[src/rtl/uart_pkg.sv]
// Shared UART definitions: frame state encoding, line levels and parity helper.
// Used by both the transmitter and the receiver.
package uart_pkg;

    typedef enum logic [2:0] {
        IDLE      = 3'd0,
        TX_START  = 3'd1,
        TX_DATA   = 3'd2,
        TX_PARITY = 3'd3,
        TX_STOP   = 3'd4
    } state_t;

    localparam logic START_BIT = 1'b0;
    localparam logic STOP_BIT  = 1'b1;

    // Widest data word the parity helper accepts; narrower words are zero-extended.
    localparam int PARITY_MAX_W = 64;

    function automatic logic parity_bit(input logic [PARITY_MAX_W-1:0] data, input logic odd);
        return (^data) ^ odd;
    endfunction

endpackage

[src/rtl/uart_tx_if.sv]
// Transmitter handshake bundle: start/busy/done request side plus serial line and debug state.
// Handshake: a request is taken on any clk edge where tx_start=1 and the block is idle
// (tx_busy=0); requests while busy are dropped, and tx_done pulses once per finished frame.
interface uart_tx_if #(
    parameter int SIZE = 8
);
    import uart_pkg::*;

    logic            tx_start;
    logic [SIZE-1:0] data_in;
    logic            tx;
    logic            tx_busy;
    logic            tx_done;
    state_t          dbg_state;

    modport master (
        output tx_start,
        output data_in,
        input  tx,
        input  tx_busy,
        input  tx_done,
        input  dbg_state
    );

    modport slave (
        input  tx_start,
        input  data_in,
        output tx,
        output tx_busy,
        output tx_done,
        output dbg_state
    );

endinterface

[src/rtl/uart_baud_tick.sv]
// Bit-period counter: counts 0..BAUD_COUNT-1 while enabled and flags the last cycle of each bit.
// Holding i_clear keeps the counter at zero so the next bit starts a full period.
module uart_baud_tick #(
    parameter int BAUD_COUNT = 9
) (
    input  logic clk,
    input  logic rst,
    input  logic i_clear,
    output logic o_tick
);

    localparam int                CNT_W = (BAUD_COUNT > 1) ? $clog2(BAUD_COUNT) : 1;
    localparam logic [CNT_W-1:0] LAST  = CNT_W'(BAUD_COUNT - 1);

    logic [CNT_W-1:0] r_cnt;

    always_ff @(posedge clk) begin
        if (rst || i_clear) begin
            r_cnt <= '0;
        end else if (r_cnt == LAST) begin
            r_cnt <= '0;
        end else begin
            r_cnt <= r_cnt + CNT_W'(1);
        end
    end

    assign o_tick = (r_cnt == LAST);

endmodule

[src/rtl/uart_tx.sv]
// UART transmitter: start bit, SIZE data bits LSB first, optional parity, one stop bit.
// All outputs are registered so the line only moves on bit boundaries, accept, or reset.
module uart_tx
    import uart_pkg::*;
#(
    parameter int SIZE       = 8,
    parameter int BAUD_RATE  = 115200,
    parameter int CLK_FREQ   = 1000000,
    parameter int BAUD_COUNT = 9,
    parameter int PARITY_EN  = 0,
    parameter int PARITY_ODD = 0
) (
    input  logic    clk,
    input  logic    rst,
    uart_tx_if.slave bus
);

    localparam int               BIT_W    = $clog2(SIZE + 1);
    localparam logic [BIT_W-1:0] LAST_BIT = BIT_W'(SIZE - 1);

    if (BAUD_COUNT < 2 || SIZE < 1 || SIZE > PARITY_MAX_W || BAUD_RATE <= 0 || CLK_FREQ <= 0)
    begin : g_bad_param
        $error("uart_tx: illegal parameter set");
    end

    state_t           r_state, w_state;
    logic             r_tx, w_tx;
    logic             r_busy, w_busy;
    logic             r_done, w_done;
    logic             r_parity, w_parity;
    logic [SIZE-1:0]  r_shift, w_shift;
    logic [BIT_W-1:0] r_bit_cnt, w_bit_cnt;

    logic                    w_tick;
    logic                    w_baud_clear;
    logic [PARITY_MAX_W-1:0] w_par_in;

    // The bit timer idles at zero so the start bit gets a full period after accept.
    assign w_baud_clear = (r_state == IDLE);

    uart_baud_tick #(
        .BAUD_COUNT(BAUD_COUNT)
    ) u_baud (
        .clk    (clk),
        .rst    (rst),
        .i_clear(w_baud_clear),
        .o_tick (w_tick)
    );

    always_comb begin
        w_par_in             = '0;
        w_par_in[SIZE-1:0]   = bus.data_in;
    end

    always_ff @(posedge clk) begin
        if (rst) begin
            r_state   <= IDLE;
            r_tx      <= STOP_BIT;
            r_busy    <= 1'b0;
            r_done    <= 1'b0;
            r_parity  <= 1'b0;
            r_shift   <= '0;
            r_bit_cnt <= '0;
        end else begin
            r_state   <= w_state;
            r_tx      <= w_tx;
            r_busy    <= w_busy;
            r_done    <= w_done;
            r_parity  <= w_parity;
            r_shift   <= w_shift;
            r_bit_cnt <= w_bit_cnt;
        end
    end

    always_comb begin
        w_state   = r_state;
        w_tx      = r_tx;
        w_busy    = r_busy;
        w_done    = 1'b0;
        w_parity  = r_parity;
        w_shift   = r_shift;
        w_bit_cnt = r_bit_cnt;

        case (r_state)
            IDLE: begin
                w_tx = STOP_BIT;
                if (bus.tx_start) begin
                    w_shift  = bus.data_in;
                    w_parity = parity_bit(w_par_in, PARITY_ODD != 0);
                    w_tx     = START_BIT;
                    w_busy   = 1'b1;
                    w_state  = TX_START;
                end
            end
            TX_START: begin
                if (w_tick) begin
                    w_tx      = r_shift[0];
                    w_shift   = r_shift >> 1;
                    w_bit_cnt = '0;
                    w_state   = TX_DATA;
                end
            end
            TX_DATA: begin
                if (w_tick) begin
                    w_bit_cnt = r_bit_cnt + BIT_W'(1);
                    if (r_bit_cnt == LAST_BIT) begin
                        if (PARITY_EN != 0) begin
                            w_tx    = r_parity;
                            w_state = TX_PARITY;
                        end else begin
                            w_tx    = STOP_BIT;
                            w_state = TX_STOP;
                        end
                    end else begin
                        w_tx    = r_shift[0];
                        w_shift = r_shift >> 1;
                    end
                end
            end
            TX_PARITY: begin
                if (w_tick) begin
                    w_tx    = STOP_BIT;
                    w_state = TX_STOP;
                end
            end
            TX_STOP: begin
                if (w_tick) begin
                    w_state = IDLE;
                    w_busy  = 1'b0;
                    w_done  = 1'b1;
                end
            end
            default: begin
                w_state = IDLE;
                w_tx    = STOP_BIT;
                w_busy  = 1'b0;
            end
        endcase
    end

    assign bus.tx        = r_tx;
    assign bus.tx_busy   = r_busy;
    assign bus.tx_done   = r_done;
    assign bus.dbg_state = r_state;

endmodule

[src/flat_wrapper.sv]
// flat-port wrapper written by rule: the top's interface ports become plain ports
module uart_tx_flat import uart_pkg::*;
#(
    parameter int SIZE       = 8,
    parameter int BAUD_RATE  = 115200,
    parameter int CLK_FREQ   = 1000000,
    parameter int BAUD_COUNT = 9,
    parameter int PARITY_EN  = 0,
    parameter int PARITY_ODD = 0
)
  (clk, rst, bus_tx_start, bus_data_in, bus_tx, bus_tx_busy, bus_tx_done, bus_dbg_state);
  uart_tx_if #(.SIZE(SIZE)) bus_i ();
  input  logic clk;
  input  logic rst;
  input wire logic [$bits(bus_i.tx_start)-1:0] bus_tx_start;
  input wire logic [$bits(bus_i.data_in)-1:0] bus_data_in;
  output wire logic [$bits(bus_i.tx)-1:0] bus_tx;
  output wire logic [$bits(bus_i.tx_busy)-1:0] bus_tx_busy;
  output wire logic [$bits(bus_i.tx_done)-1:0] bus_tx_done;
  output wire logic [$bits(bus_i.dbg_state)-1:0] bus_dbg_state;
  assign bus_i.tx_start = bus_tx_start;
  assign bus_i.data_in = bus_data_in;
  assign bus_tx = bus_i.tx;
  assign bus_tx_busy = bus_i.tx_busy;
  assign bus_tx_done = bus_i.tx_done;
  assign bus_dbg_state = bus_i.dbg_state;
  uart_tx #(.SIZE(SIZE), .BAUD_RATE(BAUD_RATE), .CLK_FREQ(CLK_FREQ), .BAUD_COUNT(BAUD_COUNT), .PARITY_EN(PARITY_EN), .PARITY_ODD(PARITY_ODD)) u_core (.clk(clk), .rst(rst), .bus(bus_i));
endmodule
[config.mk]
export PLATFORM = sky130hd
export DESIGN_NAME = uart_tx_flat
export DESIGN_NICKNAME = d
export VERILOG_FILES = /design/src/rtl/uart_pkg.sv /design/src/rtl/uart_tx_if.sv /design/src/rtl/uart_baud_tick.sv /design/src/rtl/uart_tx.sv /design/src/flat_wrapper.sv
export SDC_FILE = /design/constraint.sdc
export NUM_CORES = 1
export LEC_CHECK = 0
export ABC_AREA = 1
export CORE_MARGIN = 1
export CORE_UTILIZATION = 55
export CTS_BUF_LIST = sky130_fd_sc_hd__clkbuf_2
export DETAILED_ROUTE_END_ITERATION = 7
export PLACE_DENSITY = 0.83
export SETUP_SLACK_MARGIN = 0.2
export SYNTH_ARGS = -nofsm -noshare
export SYNTH_HDL_FRONTEND = slang
export SYNTH_HIERARCHICAL = 1
export SYNTH_SLANG_ARGS = --single-unit
[constraint.sdc]
create_clock -name clk -period 2.2 [get_ports clk]
set_clock_uncertainty 0.2 [all_clocks]
set_input_delay 0.22 -clock clk [delete_from_list [all_inputs] [get_ports clk]]
set_output_delay 0.22 -clock clk [all_outputs]
set_load 0.05 [all_outputs]
==> results.md <==
* Warnings from Yosys at 6
* Root Buffer: clkbuf_2
* Die width at between 40 and 50 um
* Setup CP Type: flop to output port
* Power per standard cell area at 1220 nW/um^2
* Nets at 211
* Die height at about 49 um
* Gr usage total at 0.198
* CTS Buf Count at 3
* Max_cap viols at 0
* Critical path buffer and inverter count at 1
* Via Count at about 1100
* Hold Violations, Final at 0
* Drt drc at 0
* Post-Route WL at about 2200 um
* Largest net degree at the start of global routing at 15
* Worst path top cell family by delay: buffers and inverters
* Clock Tree Buf Depth at 2
* Synthesized instance count at about 180
* H-tree Lvls at 1
* FMAX at 520 MHz
* Actual slew at the worst max-slew pin at a little under 500 ps
* Slew Limit Headroom at 0.669
* Vias in the first global route at roughly 940
* Mapped Nets at around 190
* Initial drt markers at 15
* Final Critical Period at 1920 ps
* Port bufs at 16
* Async S/R FF share, synth at 0
* Antenna Nets Post-Route at 0
* Most numerous cell in the Yosys netlist: nand2_1
* Hold Crit Class: primary input to flop
* GP Congestion at around 0.85
* Post-CTS Setup Bufs at 0
* Via density at around 5
* Initial antenna violation count at 0
* Post-Syn Area at around 1200 sq um
* Worst-skew pair later-pin latency at around 310 ps
* Slowest stage cell, crit path: clkdlybuf4s50_1
* ANT cells at 0
* Grt ovf at 0
* Crit path DAT at approximately 1500 ps
* Core ar. at 2000 sq um
* Main synth FF type: dfxtp_1
* Post-DP HPWL at ~1700 um
* Synth top cells by count: 42 x nand2_1, 29 x nor2_1, 25 x inv_1, 22 x dfxtp_1
* Outcome: completed
* Starting Density at 0.594
* Fin area at 1380 sq um
* Slew Viols, Final at 0
* CP peak stage delay at between 800 and 900 ps
* Number of synthesized register bits at 22
* Final cycle utilization of the critical path at 0.875
* # setup viols final at 0
* WL per Instance at around 9.7 um
* Unique cell type count in the Yosys netlist at 24
* Syn Area/Cell at ~6.7 sq um
* EDFF count, synth at 0
* Post-synthesis sequential area ratio at 0.370
* Area after DPL at 1370 sq um
* Reg clk slew, reported paths at around 200 ps
* Hold buffers post-CTS at 0
* I/O Pins at 17
* Die area at between 2000 and 2500 sq um
* Top cell type's share of synthesized area at 0.370
* Share of cells above drive strength 1 at 0.112
* P&R area growth vs syn at 16.0%
* Top post-synthesis cells by area: dfxtp_1 37%, nand2_1 13%, nor2_1 9.1%
* Largest area contributor in the netlist: dfxtp_1
* Pre-antenna DRT Iters at 4
* CP Capture Type: output port
* Clock Sinks at 22
* Global-route wire length before repair at roughly 3700 um
* Worst IR Drop VDD at a little over 0.8 mV
* CTS tree: done
* Post-CTS sizing at 3
* TNS Setup at 0 ps
* Cell Chain, Critical Path: clkdlybuf4s50_1
* Leak at 0.659 nW
* CP required at 1780 ps
* Row Count at 16
* Critical Path Fanout Max at 2
* Crit start category: flop
* RSZ-0062 raised after global routing: no
==> registers in the layout, summed over array words and instances, names as in the netlist <==
name,cells
u_core/r_bit_cnt,4
u_core/bus.dbg_state,3
u_core/r_shift,8
u_core/bus.tx_busy,1
u_core/bus.tx_done,1
u_core/bus.tx,1
u_core/u_baud/r_cnt,4
==> layout make-up <==
cell class | instances | area (sq um)
Inverter | 30 | 113
Sequential cell | 22 | 440
Timing Repair Buffer | 17 | 164
Fill cell | 185 | 622
Clock buffer | 3 | 15.0
Clock inverter | 1 | 3.75
Multi-Input combinational cell | 123 | 611
Tap cell | 27 | 33.8
==> cell usage in the layout, fill, tap and decap left out, drive strengths merged <==
cell,instances
a211oi,1
nand2,48
dlygate4sd2,3
nor2,34
clkdlybuf4s50,13
o21ai,13
and3,1
nor3,1
xnor2,1
clkbuf,3
a21oi,8
nand3,11
clkinv,2
buf,1
nand4,2
ha,3
dfxtp,22
inv,29
==> layer usage <==
| layer | vias to the layer above | wire (um) | GRT usage | share of wire |
|---|---|---|---|---|
| met5 | - | 0 | 0 | 0 |
| met2 | 17 | 1020 | 0.357 | 0.47 |
| li1 | 588 | - | - | - |
| met1 | 482 | 1050 | 0.228 | 0.49 |
| met3 | 2 | 79 | 0.0314 | 0.037 |
| met4 | 0 | 11 | 0.0882 | 0.0051 |
==> path summary, 6_finish.rpt <==
kind	start	to	slack (ps)	depth (start not counted)
max	u_core/bus.tx	bus_tx	280	1
min	bus_tx_start	u_core/bus.tx_busy	300	3
max reg2reg	u_core/u_baud/r_cnt[0]	u_core/bus.dbg_state[1]	430	10
min reg2reg	u_core/r_bit_cnt[1]	u_core/r_bit_cnt[1]	300	2
==> metrics by stage <==
stage	hold slack, ps	cells	utilization	setup slack [ps]	total power [mW]
after global placement	255	219	0.682	511	1.52
after CTS	276	223	0.689	248	1.69
after detailed placement	268	219	0.682	460	1.55
final	296	223	0.689	276	1.68
after global routing	284	223	0.689	208	1.84
after floorplan	185	178	-	365	1.40
==> where the power goes <==
group	total, mW	switching, mW	leakage [nW]	internal, mW
logic	0.947	0.635	0.465	0.312
clock network	0.154	0.115	0.0140	0.0395
registers	0.582	0.0654	0.180	0.517
==> cells by family (layout without fill, tap and decap cells) <==
kind of cell | Yosys count | after routing | synth area share
xor gates and xnor gates | 1 | 1 | 0.00736
adders and majority gates | 3 | 3 | 0.0315
DFF | 22 | 22 | 0.370
buffers and inverters | 33 | 51 | 0.117
AOI/OAI and AO/OA | 22 | 22 | 0.0946
and+or+nand+nor | 97 | 97 | 0.380
(Power assumes the default switching activity.)
